[src/rtl/latch_write_ctrl.sv]
// Writer side for a bank of level-sensitive D latches.
// A write word is accepted over a valid/ready handshake. The data bus is then
// held stable for SETUP_CYC cycles before the latch enable opens, through
// OPEN_CYC enable-high cycles, and for HOLD_CYC cycles after the enable closes.
// A shadow copy of the latched value is kept for readback.
//
// Handshake: a write is accepted on any rising edge where wr_valid=1 and
// wr_ready=1. wr_ready is high exactly while the FSM is IDLE. wr_data is
// sampled only on that edge. wr_valid and wr_data are ignored at all other
// times, and the requester may change them freely.
module latch_write_ctrl #(
  parameter int WIDTH     = 8,
  parameter int SETUP_CYC = 1,
  parameter int OPEN_CYC  = 2,
  parameter int HOLD_CYC  = 1
) (
  input  logic             clk,
  input  logic             rst,
  input  logic             wr_valid,
  input  logic [WIDTH-1:0] wr_data,
  output logic             wr_ready,
  output logic [WIDTH-1:0] d_out,
  output logic             en_out,
  output logic [WIDTH-1:0] q_shadow,
  output logic             done,
  output logic [1:0]       state_dbg
);

  typedef enum logic [1:0] {
    IDLE  = 2'd0,
    SETUP = 2'd1,
    OPEN  = 2'd2,
    HOLD  = 2'd3
  } state_t;

  // Reload values for the phase counter: a phase of N cycles counts N-1 .. 0.
  localparam logic [7:0] SETUP_INIT = 8'(SETUP_CYC - 1);
  localparam logic [7:0] OPEN_INIT  = 8'(OPEN_CYC - 1);
  localparam logic [7:0] HOLD_INIT  = 8'(HOLD_CYC - 1);

  state_t             state_q, state_d;
  logic [7:0]         cnt_q, cnt_d;
  logic [WIDTH-1:0]   d_out_q, d_out_d;
  logic               en_q, en_d;
  logic [WIDTH-1:0]   q_shadow_q, q_shadow_d;
  logic               done_q, done_d;
  logic               wr_ready_q, wr_ready_d;

  // Next-state and registered-output logic for the write sequence.
  always_comb begin
    state_d    = state_q;
    cnt_d      = cnt_q;
    d_out_d    = d_out_q;
    en_d       = en_q;
    q_shadow_d = q_shadow_q;
    done_d     = 1'b0;
    wr_ready_d = wr_ready_q;
    case (state_q)
      IDLE: begin
        if (wr_valid) begin
          // d_out only ever changes here, so it is stable for the whole window.
          d_out_d    = wr_data;
          wr_ready_d = 1'b0;
          cnt_d      = SETUP_INIT;
          state_d    = SETUP;
        end
      end
      SETUP: begin
        if (cnt_q != 8'd0) begin
          cnt_d = cnt_q - 8'd1;
        end else begin
          en_d    = 1'b1;
          cnt_d   = OPEN_INIT;
          state_d = OPEN;
        end
      end
      OPEN: begin
        if (cnt_q != 8'd0) begin
          cnt_d = cnt_q - 8'd1;
        end else begin
          // The latch captures d_out as enable closes; mirror that here.
          en_d       = 1'b0;
          q_shadow_d = d_out_q;
          cnt_d      = HOLD_INIT;
          state_d    = HOLD;
        end
      end
      HOLD: begin
        if (cnt_q != 8'd0) begin
          cnt_d = cnt_q - 8'd1;
        end else begin
          wr_ready_d = 1'b1;
          done_d     = 1'b1;
          state_d    = IDLE;
        end
      end
      default: begin
        // Unreachable encoding: recover to a safe, closed-latch idle.
        en_d       = 1'b0;
        wr_ready_d = 1'b1;
        cnt_d      = 8'd0;
        state_d    = IDLE;
      end
    endcase
  end

  // State and output registers; reset closes the latch enable immediately.
  always_ff @(posedge clk or posedge rst) begin
    if (rst) begin
      state_q    <= IDLE;
      cnt_q      <= 8'd0;
      d_out_q    <= '0;
      en_q       <= 1'b0;
      q_shadow_q <= '0;
      done_q     <= 1'b0;
      wr_ready_q <= 1'b1;
    end else begin
      state_q    <= state_d;
      cnt_q      <= cnt_d;
      d_out_q    <= d_out_d;
      en_q       <= en_d;
      q_shadow_q <= q_shadow_d;
      done_q     <= done_d;
      wr_ready_q <= wr_ready_d;
    end
  end

  assign wr_ready  = wr_ready_q;
  assign d_out     = d_out_q;
  assign en_out    = en_q;
  assign q_shadow  = q_shadow_q;
  assign done      = done_q;
  assign state_dbg = state_q;

endmodule

[config.mk]
export PLATFORM = sky130hd
export DESIGN_NAME = latch_write_ctrl
export DESIGN_NICKNAME = d
export VERILOG_FILES = /design/src/rtl/latch_write_ctrl.sv
export SDC_FILE = /design/constraint.sdc
export NUM_CORES = 1
export LEC_CHECK = 0
export CAP_MARGIN = 20
export CORE_MARGIN = 5
export CORE_UTILIZATION = 45
export DETAILED_ROUTE_END_ITERATION = 8
export PLACE_DENSITY_LB_ADDON = 0.12
export SYNTH_ARGS = -nofsm -noshare
export SYNTH_HDL_FRONTEND = slang
export SYNTH_SLANG_ARGS = --single-unit
[constraint.sdc]
create_clock -name clk -period 2 [get_ports clk]
set_input_delay 0.4 -clock clk [delete_from_list [all_inputs] [get_ports clk]]
set_output_delay 0.4 -clock clk [all_outputs]
set_load 0.02 [all_outputs]
# Yosys cells after proc, flatten, opt, wreduce, memory -nomap -nowiden
# Index checks and enable logic that the tools add are counted.
[word_totals]
reg_bits = 29
input_bits = 11
output_inout_bits = 21
[op_classes]
add_sub_neg = 1
eq_ne = 8
muxes = 17
n_bitwise = 1
reduce_logical = 10
[op_table]
columns = ["cell", "count"]
rows = [
  ["$mux W8", 4],
  ["$pmux W8 S4", 1],
  ["$ne A2 B2 Y1 const B", 5],
  ["$mux W2", 4],
  ["$pmux W2 S4", 1],
  ["$reduce_bool A8 Y1", 1],
  ["$sub A8 B1 Y8 const B", 1],
  ["$reduce_and A2 Y1", 3],
  ["$reduce_and A3 Y1", 2],
  ["$mux W1", 5],
  ["$eq A2 B2 Y1 const B", 2],
  ["$pmux W1 S2", 2],
  ["$reduce_and A4 Y1", 1],
  ["$reduce_bool A2 Y1", 2],
  ["$eq A2 B1 Y1 const B", 1],
  ["$logic_not A2 Y1", 1],
  ["$not A1 Y1", 1],
]

# Depth between registers and ports, before layout
# Gate-level depths: netlist of run 1.
[logic_depth]
ltp_word = 3
depth_mapped = 7

# Worst setup path after synthesis of run 1
# OpenSTA, ideal clock, no wires.
[synth_path]
path_kind = "reg2reg"
from = "register state_q[0], in the netlist state_dbg[0]"
to = "register cnt_q[0]"
setup_time_ps = 82
arrival_time_ps = 1884
required_time_ps = 1918
setup_slack_ps = 34
path_stages_with_launch = 7
cell_sequence = "dfrtp_1 > inv_1 > ha_1 > nor2b_1 > clkbuf_1 > or4_2 > a31oi_1"
[synth_via]
elab_chain_cells = 3
elab_cells_between_ends = 8
classes_between = "eq/ne: 5; mux: 1; reduce/logical: 2"
[synth_rtl]
columns = ["element", "line_no", "source"]
rows = [
  ["start: declaration", "41", "state_t state_q, state_d;"],
  ["start signal: assignment", "118", "state_q <= state_d;"],
  ["$eq A2 B2 Y1 or $logic_not A2 Y1 (tied branches)", "58", "case (state_q)"],
  ["$ne A2 B2 Y1 (no source line)", "--", ""],
  ["$reduce_and A2 Y1 (no source line)", "--", ""],
  ["end signal: assignment", "119", "cnt_q <= cnt_d;"],
  ["end: declaration", "42", "logic [7:0] cnt_q, cnt_d;"],
]
# Parallel ways exist; a longest one is shown, timed or not.
# A chain may end at the register's enable or synchronous reset.

# Final worst setup path of run 1
[layout_path]
from = "register cnt_q[1]"
to = "register state_q[1], in the netlist state_dbg[1]"
[layout_via]
elab_chain_cells = 3
elab_cells_between_ends = 5
classes_between = "eq/ne: 3; reduce/logical: 2"
[layout_rtl]
columns = ["element", "line_no"]
rows = [
  ["$reduce_bool A8 Y1 (*)", "69, 78, 89"],
  ["$ne A2 B2 Y1 (no source line)", "--"],
  ["$reduce_and A4 Y1 (no source line) (*)", "--"],
]
# Every way passes the cells marked *; elsewhere a longest branch is shown, timed or not.

==> out/qor.tcl, run 1 <==
set qor(run_status) {completed}
set qor(htree_num_levels) 2
set qor(clock_tree.root_cell) {clkbuf_4}
set qor(ant_nets) 0
set qor(final_min_period_over_clock_period_pct) 97.6
set qor(cts-buffers-inserted) 5
set qor(asyncSetResetFlopFracSynth_pct) 100
set qor(vias_per_cell) 5.48
set qor(peakVddDrop_uv) 1100
set qor(syn_inst) 121
set qor(n_fill_cell) 280
set qor(grt-busiest-layer) {met2}
set qor(clock_transition_at_the_register_clock_pins_on_the_worst_setup_and_hold_paths_after_cts_ns) 0.10
set qor(core_sq_um) 3100
set qor(timing.critical_path.from_type) {flop}
set qor(total_switching_power_w) 0.00161
set qor(clock_sink_count) 29
set qor(grt_use_met3_pct) 5.82
set qor(internal_power_w) 0.00228
set qor(post_synth_edffs) 0
set qor(timing.setup.critical_path_class) {flop to flop}
set qor(switching_share_pct) 41.4
set qor(syn-mean-instance-area_sq_um) 12.2
set qor(remaining_drc_errors) 0
set qor(critical_path.cell_chain) {inv_2 > ha_2 > or4b_4 > nor2_8 > o21a_1 > mux2_4}
set qor(flop_and_latch_count_out_of_synthesis) 29
set qor(rows) 20
set qor(timing.critical_path.buf_inv) 1
set qor(max_cap_violations) 0
set qor(cts_hold_buffers) 0
set qor(area_delta_synth_final_pct) 39.7
set qor(synth_area_sq_um) 1480
set qor(detail_route.wl_per_cell_um) 15.3
set qor(detail_route.iter0.violations) 53
set qor(ys.flop_type) {dfrtp_1}
set qor(dieArea_sq_um) 4540
set qor(routed_wl_mm) 3.30
set qor(slew_viol_final) 0
set qor(port_buffer_count) 31
set qor(worst_ep_required_time_ns) 2.23
set qor(grt_first_pass_wirelength_mm) 5.60
set qor(p_per_area_nw_per_um2) 1880
set qor(total_power_w) 0.00389
set qor(global_route.usage.met1_pct) 20.5
set qor(grt_use_total_pct) 16.7
set qor(ant_cells) 0
set qor(yosysUniqueCellTypes) 37
set qor(timing.critical_path.fanout_max) 6
set qor(floorplan.die.width_um) 67.4
set qor(pin_slew_with_the_least_headroom_to_its_limit_ns) 0.579
set qor(via_count) 1178
set qor(use_met2_pct) 27.5
set qor(tritoncts) {built}
set qor(drt_pre_antenna_iters) 4
set qor(post_route_cells_drive_above_1_share_pct) 30.4
set qor(setup_viol_count_final) 0
set qor(final_net_count) 188
set qor(critical_path_s_slowest_cell) {or4b_4}
set qor(design.portCount) 32
set qor(timing.critical_path.max_delay_family) {simple AND/OR/NAND/NOR gates}
set qor(slew_headroom_pct) 61.1
set qor(ys_warn_count) 0
set qor(clock_tree.buffer_depth) 2
set qor(timing.fmax_mhz) 512
set qor(critical_path.max_stage_delay_ns) 0.51
set qor(maximum_number_of_pins_on_one_net_before_global_route_repair) 21
set qor(grt_remaining_overflow) 0
set qor(number_of_global_route_vias_before_repair) 1191
set qor(finish.utilization_pct) 66.7
set qor(chipHeight_um) 67.4
set qor(worst_skew_pair.late_latency_ns) 0.34
set qor(grt_antenna_before_repair) 0
set qor(post-dp-hpwl_mm) 2.44
set qor(ys_seq_area_share_pct) 49.1
set qor(gp_congestion) 0.897
set qor(hold_viol) 0
set qor(part_of_the_power_in_registers_pct) 27.5
set qor(timing.clock.skew_ns) 0.0122
set qor(critical_path_arrival_ns) 2.19
set qor(power.clock.fraction_pct) 10.7
set qor(finalCriticalPeriod_ns) 1.95
set qor(initial_core_util_pct) 47.7
set qor(comb_power_share_pct) 61.8
set qor(net_count_synth) 139
set qor(static-leakage-power_nw) 0.920
set qor(setup.worst_path.end_class) {flop}
set qor(timing.hold.worst.class) {input pin to async pin}
[power by group through the flow]
stage	registers, W	clock network [W]	logic, W
6_report	0.00107	0.000415	0.00240
5_1_grt	0.00112	0.000464	0.00259
4_1_cts	0.00107	0.000429	0.00218
3_5_place_dp	0.00108	0	0.00217
3_3_place_gp	0.00106	0	0.00213
2_1_floorplan	0.00131	0	0.00116
[worst paths after layout]
kind,slack [ns],start,cells after the start,endpoint
max,0.05,cnt_q[1],6,state_dbg[1]
min,0.35,rst,2,en_out
max reg2reg,0.05,cnt_q[1],6,state_dbg[1]
min reg2reg,0.52,q_shadow[7],1,q_shadow[7]
max in group asynchronous,1.18,rst,3,cnt_q[5]
min in group clk,0.52,q_shadow[7],1,q_shadow[7]
[area by class of cell]
type	count	area, sq um	area share (%)
sequential	29	727	35.1
clock inverter	1	5.00	0.242
inverter	6	22.5	1.09
clock buffer	7	65.1	3.14
timing repair buffer	44	420	20.3
tap	44	55.1	2.66
multi-input combinational	84	774	37.4
[synthesized netlist by cell type (all sizes together) (3+ instances only)]
cell / count / area share, %
mux2: 17 / 15
ha: 7 / 5.9
nor3: 5 / 1.7
a21oi: 7 / 2.4
nand2b: 3 / 1.3
a31oi: 8 / 3.4
inv: 6 / 1.5
dfrtp: 28 / 47
nor2: 5 / 2.4
nand2: 8 / 3.1
[what timing repair did]
| action | in CTS | in global routing |
|---|---|---|
| endpoints found under the setup margin | 0 | 9 |
| resized for setup | 0 | 9 |
| setup buffers | 0 | 5 |
[stage by stage]
stage	setup WS [ns]	cells	hold WS (ns)	TNS, ns	cell area, sq um
after floorplan	0.0344	121	0.477	0	1480
after global placement	0.0615	202	0.491	0	1910
final	0.0473	215	0.354	0	2070
after CTS	0.0142	210	0.358	0	1980
after detailed placement	0.0452	202	0.496	0	1910
after global routing	-0.0110	215	0.399	-0.0110	2070
[cell families after synthesis]
logic type,after synthesis,synth area share (%)
compound gates,27,12.9
fa+ha+maj,7,5.91
buf+inv,8,2.03
flops,29,49.1
mux,17,14.9
simple gates,33,15.1
[sequential cells by signal (all words and copies together), names as in the netlist]
name / count
q_shadow: 8
en_out: 1
state_dbg: 2
d_out: 8
wr_ready: 1
cnt_q: 8
done: 1
[routing by layer]
layer | wire length [um] | vias to the layer above | share of wire [%]
met5 | 0 | - | 0
met4 | 65 | 0 | 2.0
met3 | 221 | 12 | 6.7
met2 | 1670 | 47 | 51
met1 | 1350 | 568 | 41
li1 | - | 551 | -
[layout by cell type, fill, tap and decap left out, types with 2 or more instances in the layout]
master            n
inv_1             4
mux2_2            8
dfrtp_1          28
ha_1              6
clkbuf_8          2
clkdlybuf4s50_1  31
nand4_1           2
nand2b_1          3
nor3_1            4
nor2_1            4
mux2_4            9
o21ai_0           2
nand3_1           2
nand2_1           7
buf_4            12
clkbuf_4          5
a21oi_1           7
a31oi_1           8
inv_2             2
(Power assumes the default switching activity.)
==> inputs of run 2 (changes only) <==
--- a/config.mk
+++ b/config.mk
@@ -9,4 +9,5 @@
 export CORE_MARGIN = 5
-export CORE_UTILIZATION = 45
+export CORE_UTILIZATION = 30
 export DETAILED_ROUTE_END_ITERATION = 8
+export GPL_TIMING_DRIVEN = 0
 export PLACE_DENSITY_LB_ADDON = 0.12
==> constraint.sdc (replaced) <==
create_clock -name clk -period 2 [get_ports clk]
set_input_delay 0.2 -clock clk [delete_from_list [all_inputs] [get_ports clk]]
set_output_delay 0.2 -clock clk [all_outputs]
set_load 0.02 [all_outputs]
==> out/qor.tcl, run 2 (synthesis gave the netlist of run 1 again) <==
set qor(area_delta_synth_final_pct) 43.8
set qor(layout.cells.most_common) {clkdlybuf4s50_1}
set qor(ant_nets) 0
set qor(final_min_period_over_clock_period_pct) 96.3
set qor(timing.critical_path.from_type) {flop}
set qor(switching_share_pct) 39.0
set qor(drt_pre_antenna_iters) 4
set qor(post_route_cells_drive_above_1_share_pct) 30.5
set qor(routed_wl_mm) 3.46
set qor(htree_num_levels) 2
set qor(critical_path_s_slowest_cell) {or4b_4}
set qor(critical_path.max_stage_delay_ns) 0.50
set qor(timing.hold.worst.class) {input pin to async pin}
set qor(vias_per_cell) 4.88
set qor(timing.critical_path.fanout_max) 4
set qor(timing.fmax_mhz) 519
set qor(slew_viol_final) 0
set qor(power.clock.fraction_pct) 17.8
set qor(grt_use_total_pct) 11.5
set qor(hold_viol) 0
set qor(final_net_count) 184
set qor(fin_tns_setup_ns) 0
set qor(layout.cells.most_common_list) {clkdlybuf4s50_1 (31), dfrtp_1 (26), mux2_4 (9), a31oi_1 (8), mux2_2 (8)}
set qor(clock_tree.root_cell) {clkbuf_8}
set qor(placement.cell_area_sq_um) 1900
set qor(initial_core_util_pct) 31.2
set qor(port_buffer_count) 31
set qor(total_power_w) 0.00411
set qor(run_status) {completed}
set qor(clock_sink_count) 29
set qor(worst_ep_required_time_ns) 2.16
set qor(worst_r2r_endpoint) {state_dbg[1]}
set qor(detail_route.wl_per_cell_um) 14.8
set qor(grt_first_pass_wirelength_mm) 5.64
set qor(setup.worst_path.end_class) {flop}
set qor(peakVddDrop_uv) 941
set qor(core_sq_um) 4750
set qor(clock_transition_at_the_register_clock_pins_on_the_worst_setup_and_hold_paths_after_cts_ns) 0.07
set qor(via_count) 1141
set qor(tritoncts) {built}
set qor(part_of_the_power_in_registers_pct) 26.5
set qor(timing.clock.skew_ns) 0.00738
set qor(design.portCount) 32
set qor(grt_remaining_overflow) 0
set qor(total_switching_power_w) 0.00160
set qor(finalCriticalPeriod_ns) 1.93
set qor(max_cap_violations) 0
set qor(remaining_drc_errors) 0
set qor(floorplan.die.width_um) 80.3
set qor(timing.setup.critical_path_class) {flop to flop}
set qor(gp_congestion) 0.791
set qor(p_per_area_nw_per_um2) 1930
set qor(grt_antenna_before_repair) 0
set qor(critical_path_arrival_ns) 2.09
set qor(holdWs_ns) 0.249
set qor(slew_headroom_pct) 52.2
set qor(static-leakage-power_nw) 0.916
set qor(comb_power_share_pct) 55.8
set qor(chipHeight_um) 80.3
set qor(dieArea_sq_um) 6440
set qor(cts_hold_buffers) 0
set qor(critical_path.startpoint) {cnt_q[1]}
set qor(clock_tree.buffer_depth) 2
set qor(timing.critical_path.buf_inv) 1
set qor(setup_viol_count_final) 0
set qor(ant_cells) 0
set qor(cts-buffers-inserted) 5
set qor(timing.critical_path.max_delay_family) {simple AND/OR/NAND/NOR gates}
set qor(pin_slew_with_the_least_headroom_to_its_limit_ns) 0.715
set qor(r2r_start) {cnt_q[1]}
set qor(worst-path-stages) 6
set qor(critical_path.cell_chain) {inv_2 > ha_4 > or4b_4 > nor2_8 > o21a_1 > mux2_4}
set qor(r2r.worst_path.cells) 6
set qor(post-dp-hpwl_mm) 2.39
set qor(maximum_number_of_pins_on_one_net_before_global_route_repair) 20
set qor(number_of_global_route_vias_before_repair) 1136
set qor(timing.critical_path.to) {state_dbg[1]}
set qor(rows) 25
set qor(internal_power_w) 0.00251
set qor(r2r_slack_ns) 0.07
set qor(detail_route.iter0.violations) 42
set qor(fin_area_sq_um) 2130
set qor(worst_skew_pair.late_latency_ns) 0.28
-- run 2: cell count changes in the layout (fill, tap and decap cells not counted), sizes merged --
cell    change
clkbuf      -1
buf         -5
bufinv      +2
-- run 2: worst min path at each step --
stage          depth (start not counted)          end        start
2_1_floorplan                          1     cnt_q[0]          rst
3_3_place_gp                           1  q_shadow[4]  q_shadow[4]
3_5_place_dp                           1  q_shadow[1]  q_shadow[1]
4_1_cts                                2  q_shadow[3]          rst
5_1_grt                                2  q_shadow[3]          rst
6_report                               2  q_shadow[3]          rst
-- run 2: power groups by stage --
stage	logic [W]	registers [W]	clock network, W
5_1_grt	0.00247	0.00113	0.000775
2_1_floorplan	0.00116	0.00131	0
3_3_place_gp	0.00205	0.00108	0
3_5_place_dp	0.00207	0.00110	0
4_1_cts	0.00218	0.00109	0.000753
6_report	0.00229	0.00109	0.000730
-- run 2: timing repair --
| item | 4_1_cts | 5_1_grt |
|---|---|---|
| endpoints found under the setup margin | 12 | 10 |
| buffers inserted | 5 | 2 |
| gates resized for setup | 4 | 8 |
| gates cloned | 0 | 0 |
| endpoints found under the hold margin | 0 | 0 |
| pin swaps | 2 | 2 |
-- run 2: worst reg2reg max path: stages, from the launching register on --
cell and delay [ns]:
dfrtp_1 0.41, inv_2 0.10, ha_4 0.13, or4b_4 0.50, nor2_8 0.16, o21a_1 0.20, mux2_4 0.31
-- run 2: cell type report --
class | count | area (sq um)
fill | 471 | 2620
multi-input combinational | 84 | 767
sequential | 29 | 729
timing repair buffer | 39 | 390
tap | 67 | 83.8
clock buffer | 5 | 68.8
clock inverter | 3 | 65.1
inverter | 6 | 22.5
buffer | 1 | 3.75
-- run 2: stage by stage --
stage          instances  utilization (%)  worst slack, ns
2_1_floorplan        121                -           0.0344
3_3_place_gp         219             39.4           -0.113
3_5_place_dp         220             40.0          -0.0836
4_1_cts              233             43.7          0.00344
5_1_grt              234             44.8          -0.0308
6_report             234             44.8           0.0747
-- run 2: routing by layer --
| layer | wire, um | share of wire, % | global-route usage [%] |
|---|---|---|---|
| met5 | 0 | 0 | 0 |
| met4 | 50 | 1.4 | 5.07 |
| met3 | 197 | 5.7 | 3.48 |
| met2 | 1610 | 47 | 17.4 |
| met1 | 1600 | 46 | 15.2 |
